===== src/rtl/ysyx_23060025_icache.sv =====
// rtl/ysyx_23060025_icache.sv - direct-mapped read-only instruction cache with burst line refill
module ysyx_23060025_icache #(
  parameter int ADDR_WIDTH = 32,
  parameter int DATA_WIDTH = 32,
  parameter int LINE_WORDS = 4,
  parameter int SETS       = 16
) (
  input  logic                  clock,
  input  logic                  reset,
  input  logic                  ifu_psel_i,
  input  logic [ADDR_WIDTH-1:0] ifu_paddr_i,
  output logic                  ifu_pready_o,
  output logic [DATA_WIDTH-1:0] ifu_prdata_o,
  input  logic                  fencei_i,
  output logic                  mem_arvalid_o,
  output logic [ADDR_WIDTH-1:0] mem_araddr_o,
  output logic [7:0]            mem_arlen_o,
  input  logic                  mem_arready_i,
  input  logic                  mem_rvalid_i,
  input  logic [DATA_WIDTH-1:0] mem_rdata_i,
  input  logic                  mem_rlast_i,
  output logic                  mem_rready_o,
  output logic [31:0]           hit_cnt_o,
  output logic [31:0]           miss_cnt_o
);
  localparam int OFF   = $clog2(LINE_WORDS * 4);
  localparam int IDX   = $clog2(SETS);
  localparam int TAG_W = ADDR_WIDTH - IDX - OFF;
  localparam int WB    = $clog2(LINE_WORDS);

  typedef enum logic [2:0] {S_IDLE, S_LOOKUP, S_MISS_AR, S_MISS_R, S_RESP} state_t;

  state_t                  state_q, state_d;
  logic [ADDR_WIDTH-1:0]   req_addr_q, req_addr_d;
  logic [SETS-1:0]         valid_q, valid_d;
  logic [TAG_W-1:0]        tag_q [SETS];
  logic [TAG_W-1:0]        tag_d [SETS];
  logic [DATA_WIDTH-1:0]   data_q [SETS][LINE_WORDS];
  logic [DATA_WIDTH-1:0]   data_d [SETS][LINE_WORDS];
  logic [WB-1:0]           beat_q, beat_d;
  logic [DATA_WIDTH-1:0]   resp_q, resp_d;
  logic                    pend_q, pend_d;
  logic [31:0]             hit_cnt_q, hit_cnt_d;
  logic [31:0]             miss_cnt_q, miss_cnt_d;

  logic [WB-1:0]           req_word;
  logic [IDX-1:0]          req_idx;
  logic [TAG_W-1:0]        req_tag;
  logic                    lookup_hit;
  logic                    unused_addr_bits;

  assign req_word   = req_addr_q[OFF-1:2];
  assign req_idx    = req_addr_q[OFF+IDX-1:OFF];
  assign req_tag    = req_addr_q[ADDR_WIDTH-1:OFF+IDX];
  assign lookup_hit = (state_q == S_LOOKUP) && valid_q[req_idx] && (tag_q[req_idx] == req_tag);
  assign unused_addr_bits = ^req_addr_q[1:0];

  // The hit response is combinational so back-to-back hits sustain one fetch per cycle.
  assign ifu_pready_o  = lookup_hit || (state_q == S_RESP);
  assign ifu_prdata_o  = (state_q == S_RESP) ? resp_q :
                         (lookup_hit ? data_q[req_idx][req_word] : '0);
  assign mem_arvalid_o = (state_q == S_MISS_AR);
  assign mem_araddr_o  = mem_arvalid_o ? {req_tag, req_idx, {OFF{1'b0}}} : '0;
  assign mem_arlen_o   = mem_arvalid_o ? 8'(LINE_WORDS - 1) : 8'd0;
  assign mem_rready_o  = (state_q == S_MISS_R);
  assign hit_cnt_o     = hit_cnt_q;
  assign miss_cnt_o    = miss_cnt_q;

  always_comb begin
    state_d    = state_q;
    req_addr_d = req_addr_q;
    valid_d    = valid_q;
    tag_d      = tag_q;
    data_d     = data_q;
    beat_d     = beat_q;
    resp_d     = resp_q;
    pend_d     = pend_q;
    hit_cnt_d  = hit_cnt_q;
    miss_cnt_d = miss_cnt_q;
    case (state_q)
      S_IDLE: begin
        if (fencei_i) valid_d = '0;
        if (ifu_psel_i) begin
          req_addr_d = ifu_paddr_i;
          state_d    = S_LOOKUP;
        end
      end
      S_LOOKUP: begin
        if (fencei_i) valid_d = '0;
        if (lookup_hit) begin
          hit_cnt_d = hit_cnt_q + 32'd1;
          if (ifu_psel_i) req_addr_d = ifu_paddr_i;
          else            state_d    = S_IDLE;
        end else begin
          miss_cnt_d = miss_cnt_q + 32'd1;
          state_d    = S_MISS_AR;
        end
      end
      S_MISS_AR: begin
        if (fencei_i) pend_d = 1'b1;
        if (mem_arready_i) begin
          beat_d  = '0;
          state_d = S_MISS_R;
        end
      end
      S_MISS_R: begin
        if (fencei_i) pend_d = 1'b1;
        if (mem_rvalid_i) begin
          data_d[req_idx][beat_q] = mem_rdata_i;
          if (beat_q == req_word) resp_d = mem_rdata_i;
          beat_d = beat_q + 1'b1;
          if (mem_rlast_i) begin
            tag_d[req_idx] = req_tag;
            // A fence seen during the refill leaves the new line unusable.
            if (!(pend_q || fencei_i)) valid_d[req_idx] = 1'b1;
            state_d = S_RESP;
          end
        end
      end
      S_RESP: begin
        if (pend_q || fencei_i) valid_d = '0;
        pend_d  = 1'b0;
        state_d = S_IDLE;
      end
      default: state_d = S_IDLE;
    endcase
  end

  always_ff @(posedge clock) begin
    if (reset) begin
      state_q    <= S_IDLE;
      req_addr_q <= '0;
      valid_q    <= '0;
      beat_q     <= '0;
      resp_q     <= '0;
      pend_q     <= 1'b0;
      hit_cnt_q  <= '0;
      miss_cnt_q <= '0;
    end else begin
      state_q    <= state_d;
      req_addr_q <= req_addr_d;
      valid_q    <= valid_d;
      beat_q     <= beat_d;
      resp_q     <= resp_d;
      pend_q     <= pend_d;
      hit_cnt_q  <= hit_cnt_d;
      miss_cnt_q <= miss_cnt_d;
    end
  end

  always_ff @(posedge clock) begin
    tag_q  <= tag_d;
    data_q <= data_d;
  end
endmodule


===== config.mk =====
export PLATFORM = sky130hd
export DESIGN_NAME = ysyx_23060025_icache
export DESIGN_NICKNAME = d
export VERILOG_FILES = /design/src/rtl/ysyx_23060025_icache.sv
export SDC_FILE = /design/constraint.sdc
export NUM_CORES = 2
export LEC_CHECK = 0
export ABC_AREA = 1
export CAP_MARGIN = 20
export CORE_UTILIZATION = 41
export CTS_CLUSTER_SIZE = 25
export DETAILED_ROUTE_END_ITERATION = 10
export MAX_ROUTING_LAYER = met4
export PLACE_DENSITY = 0.54
export SYNTH_ARGS = -nofsm -noshare
export SYNTH_HDL_FRONTEND = slang
export SYNTH_SLANG_ARGS = --single-unit
export TNS_END_PERCENT = 5

===== constraint.sdc =====
create_clock -name clock -period 5.49 [get_ports clock]
set_input_delay 0.8235 -clock clock [delete_from_list [all_inputs] [get_ports clock]]
set_output_delay 0.8235 -clock clock [all_outputs]
set_load 0.01 [all_outputs]

==> flow_summary.toml <==
[outcome]
outcome = "finished clean"

[timing]
hold_viol = 0
slew_violations = 0
fin_crit_sh_pct = 98.4
worstMarginPinSlew_ps = 1140
hold_ws_ps = 237
rsz0062_at_grt = "yes"
setup_viol_count_final = 0
fmax_mhz = 185
slew_headroom_pct = 23.8
period_needed_ps = 5400
fin_skew_ps = 56.2

[floorplan]
core_area_mm2 = 0.238
io_pins = 210
die_area_mm2 = 0.241
start_util_pct = 41.2
dieWidth_um = 491
rows = 179
die_h_um = 491

[min_path]
hold_class = "in -> reg"

[global_route]
grt_pass1_wl_um = 433000
grt_pass1_vias = 59900
grt-ovfl-total = 0
track_usage_pct = 25.2
grt_max_degree = 119
antenna_found_initial = 7

[yosys]
synth_common_cells = "edfxtp_1 (2432), nand2_1 (1299), o22ai_1 (851), o21ai_0 (504), nor2_1 (365)"
synth_top_cell_by_area = "edfxtp_1"
synth_enable_flop_cells = 2432
synth_cell_types = 42
yosysMostFrequentCell = "edfxtp_1"
ys_seq_area_share_pct = 77.6
synthFlopType = "edfxtp_1"
syn_area_mm2 = 0.0980
yosys_warnings = 0
ys_top_cells_by_area = "edfxtp_1 (75%), o22ai_1 (5.4%), nand2_1 (5.0%)"
synth_top_area_share_pct = 74.5
postSynthAreaPerCell_um2 = 14.0
synth_seq_cells = 2580
async_flop_share_pct = 0
syn-instance-count = 7019

[clocking]
clk_latency_ps = 930
cts_tree = "built"
holdBufCountCts = 0
numCtsBuffers = 284
path_clk_slew_ps = 60
h-tree-depth = 5
clock-sinks = 2580
clockBufferDepth = 4
cts_root_buf = "clkbuf_16"

[worst_setup_path]
cp.arrival_ps = 4580
timing.critical_path.mode_cell = "nand2_1"
critPathRequiredTime_ps = 4670
cp_slowest_stage_delay_ps = 550
critPathMaxFanout = 24
cp-start-kind = "register"
cp_cell_sequence = "buf_8 > nor2_4 > bufinv_16 > buf_12 > buf_12 > o22ai_1 > o21ai_0 > nand2_1 > a221oi_1 > nand2_1 > nand3_1 > nand3_1 > nand2_1 > clkdlybuf4s50_1"
critPathKind = "reg -> out"
cp_slowest_cell = "clkdlybuf4s50_1"
end_kind = "primary output"

[routing]
first_pass_iters = 8
wire_per_inst_um = 28.4
via_count = 63000
ant_nets = 0
drt-initial-drc-count = 7291
drc = 0
viasPerCell = 5.87
drt_wl_total_um = 305000

[layout]
seqCellArea_mm2 = 0.0760
areaGrowthSynthToFinish_pct = 17.3
final_cells = 10700
drive_gt1_share_pct = 11.2
fin_nets = 7439
stdcell_area_mm2 = 0.115
multi_input_area_mm2 = 0.0205
fill_cells = 20400

[place]
gp_congestion = 0.884
port_buffers = 197
placed_cell_area_mm2 = 0.105
place_hpwl_um = 161000
placed_cells = 10200

[run]
maxCapViolations = 0

[pwr]
p_total_mw = 47.2
p_leak_nw = 37.2
ir_drop_uv = 264
p_per_area_mw_per_mm2 = 411
critical path: cells and delay by family (launching register included):
family / cells / cell delay, ps
AO/OA/AOI/OAI: 3 / 570
buffers and inverters: 5 / 1480
AND/OR/NAND/NOR: 6 / 1030
flip-flops: 1 / 450
final timing paths:
check                           depth (start not counted)  slack, ps                endpoint                       start
worst min-delay path                                    1        240  data_q[1717]$_DFFE_PP_             mem_rdata_i[21]
worst max register to register                          9       1600   data_q[888]$_DFFE_PP_  req_addr_q[7]$_SDFFE_PP0P_
worst min register to register                          2        470     pend_q$_SDFFE_PP0P_         pend_q$_SDFFE_PP0P_
worst max-delay path                                   14         90        ifu_prdata_o[19]  req_addr_q[4]$_SDFFE_PP0P_
state kept, by name, indices dropped and copies added, names as in the netlist:
register,flops
pend_q,1
miss_cnt_o,32
valid_q,16
data_q,2048
hit_cnt_o,32
tag_q,384
beat_q,2
req_addr_q,30
state_q,3
resp_q,32
kinds of logic (layout without fill, tap and decap cells):
| group | after synthesis | in the layout | synth area share [%] |
|---|---|---|---|
| other | 1 | 14 | 0.00383 |
| DFF | 2580 | 2580 | 77.6 |
| and+or+nand+nor | 2061 | 2061 | 8.57 |
| adders and majority gates | 6 | 6 | 0.0766 |
| buffers and inverters | 581 | 1119 | 2.41 |
| AOI/OAI and AO/OA | 1748 | 1748 | 11.0 |
| xor gates and xnor gates | 42 | 42 | 0.375 |
cell usage in the layout, fill, tap and decap left out, types with 61 or more instances in the layout:
cell type | Yosys | routed
clkbuf_1 | 306 | 67
o221ai_1 | 99 | 96
o22ai_1 | 851 | 851
buf_4 | 14 | 209
inv_1 | 116 | 112
o21ai_0 | 504 | 490
nor2_4 | 0 | 87
clkbuf_16 | 0 | 295
o22a_1 | 89 | 89
clkdlybuf4s50_1 | 0 | 164
nand3_1 | 236 | 233
a21oi_1 | 123 | 121
buf_12 | 0 | 61
nor2_1 | 365 | 273
nand4_1 | 80 | 80
nand2_1 | 1299 | 1294
dfxtp_1 | 148 | 141
edfxtp_1 | 2432 | 2432
where the power goes:
group	switching, mW	total, mW	internal [mW]	leakage, nW
registers	0.231	22.0	21.7	23.1
logic	5.07	7.21	2.14	9.84
clock network	7.52	18.0	10.5	4.23
total	12.8	47.2	34.4	37.2
cell type report:
type	instances	area share, %
clock buffer	365	6.64
multi-input combinational	3867	17.8
inverter	128	0.488
timing repair inverter	2	0.0152
timing repair buffer	499	4.58
tap	3167	3.45
antenna	4	0.00871
clock inverter	125	0.866
sequential	2580	66.1
per-layer routing:
layer / track usage, % / up-vias / wire [um]
met5: - / - / 0
met4: 6.92 / 0 / 8340
met3: 3.36 / 497 / 23000
met2: 39.6 / 2767 / 145000
met1: 34.6 / 32200 / 129000
li1: - / 27500 / -
what timing repair did:
action | in CTS | in global routing
resized for setup | 55 | 52
cloned | 3 | 5
pin swaps | 1 | 6
setup endpoints to repair | 33 | 32
buffers inserted | 0 | 6
metrics by stage:
step	util [%]	setup WS (ps)	setup TNS [ps]
5_1_grt	48.4	-71.6	-189
3_3_place_gp	44.3	333	0
3_5_place_dp	44.3	335	0
2_1_floorplan	-	1730	0
4_1_cts	48.1	-84.1	-587
6_report	48.4	85.3	0
Power figures use the tool's default switching activity.
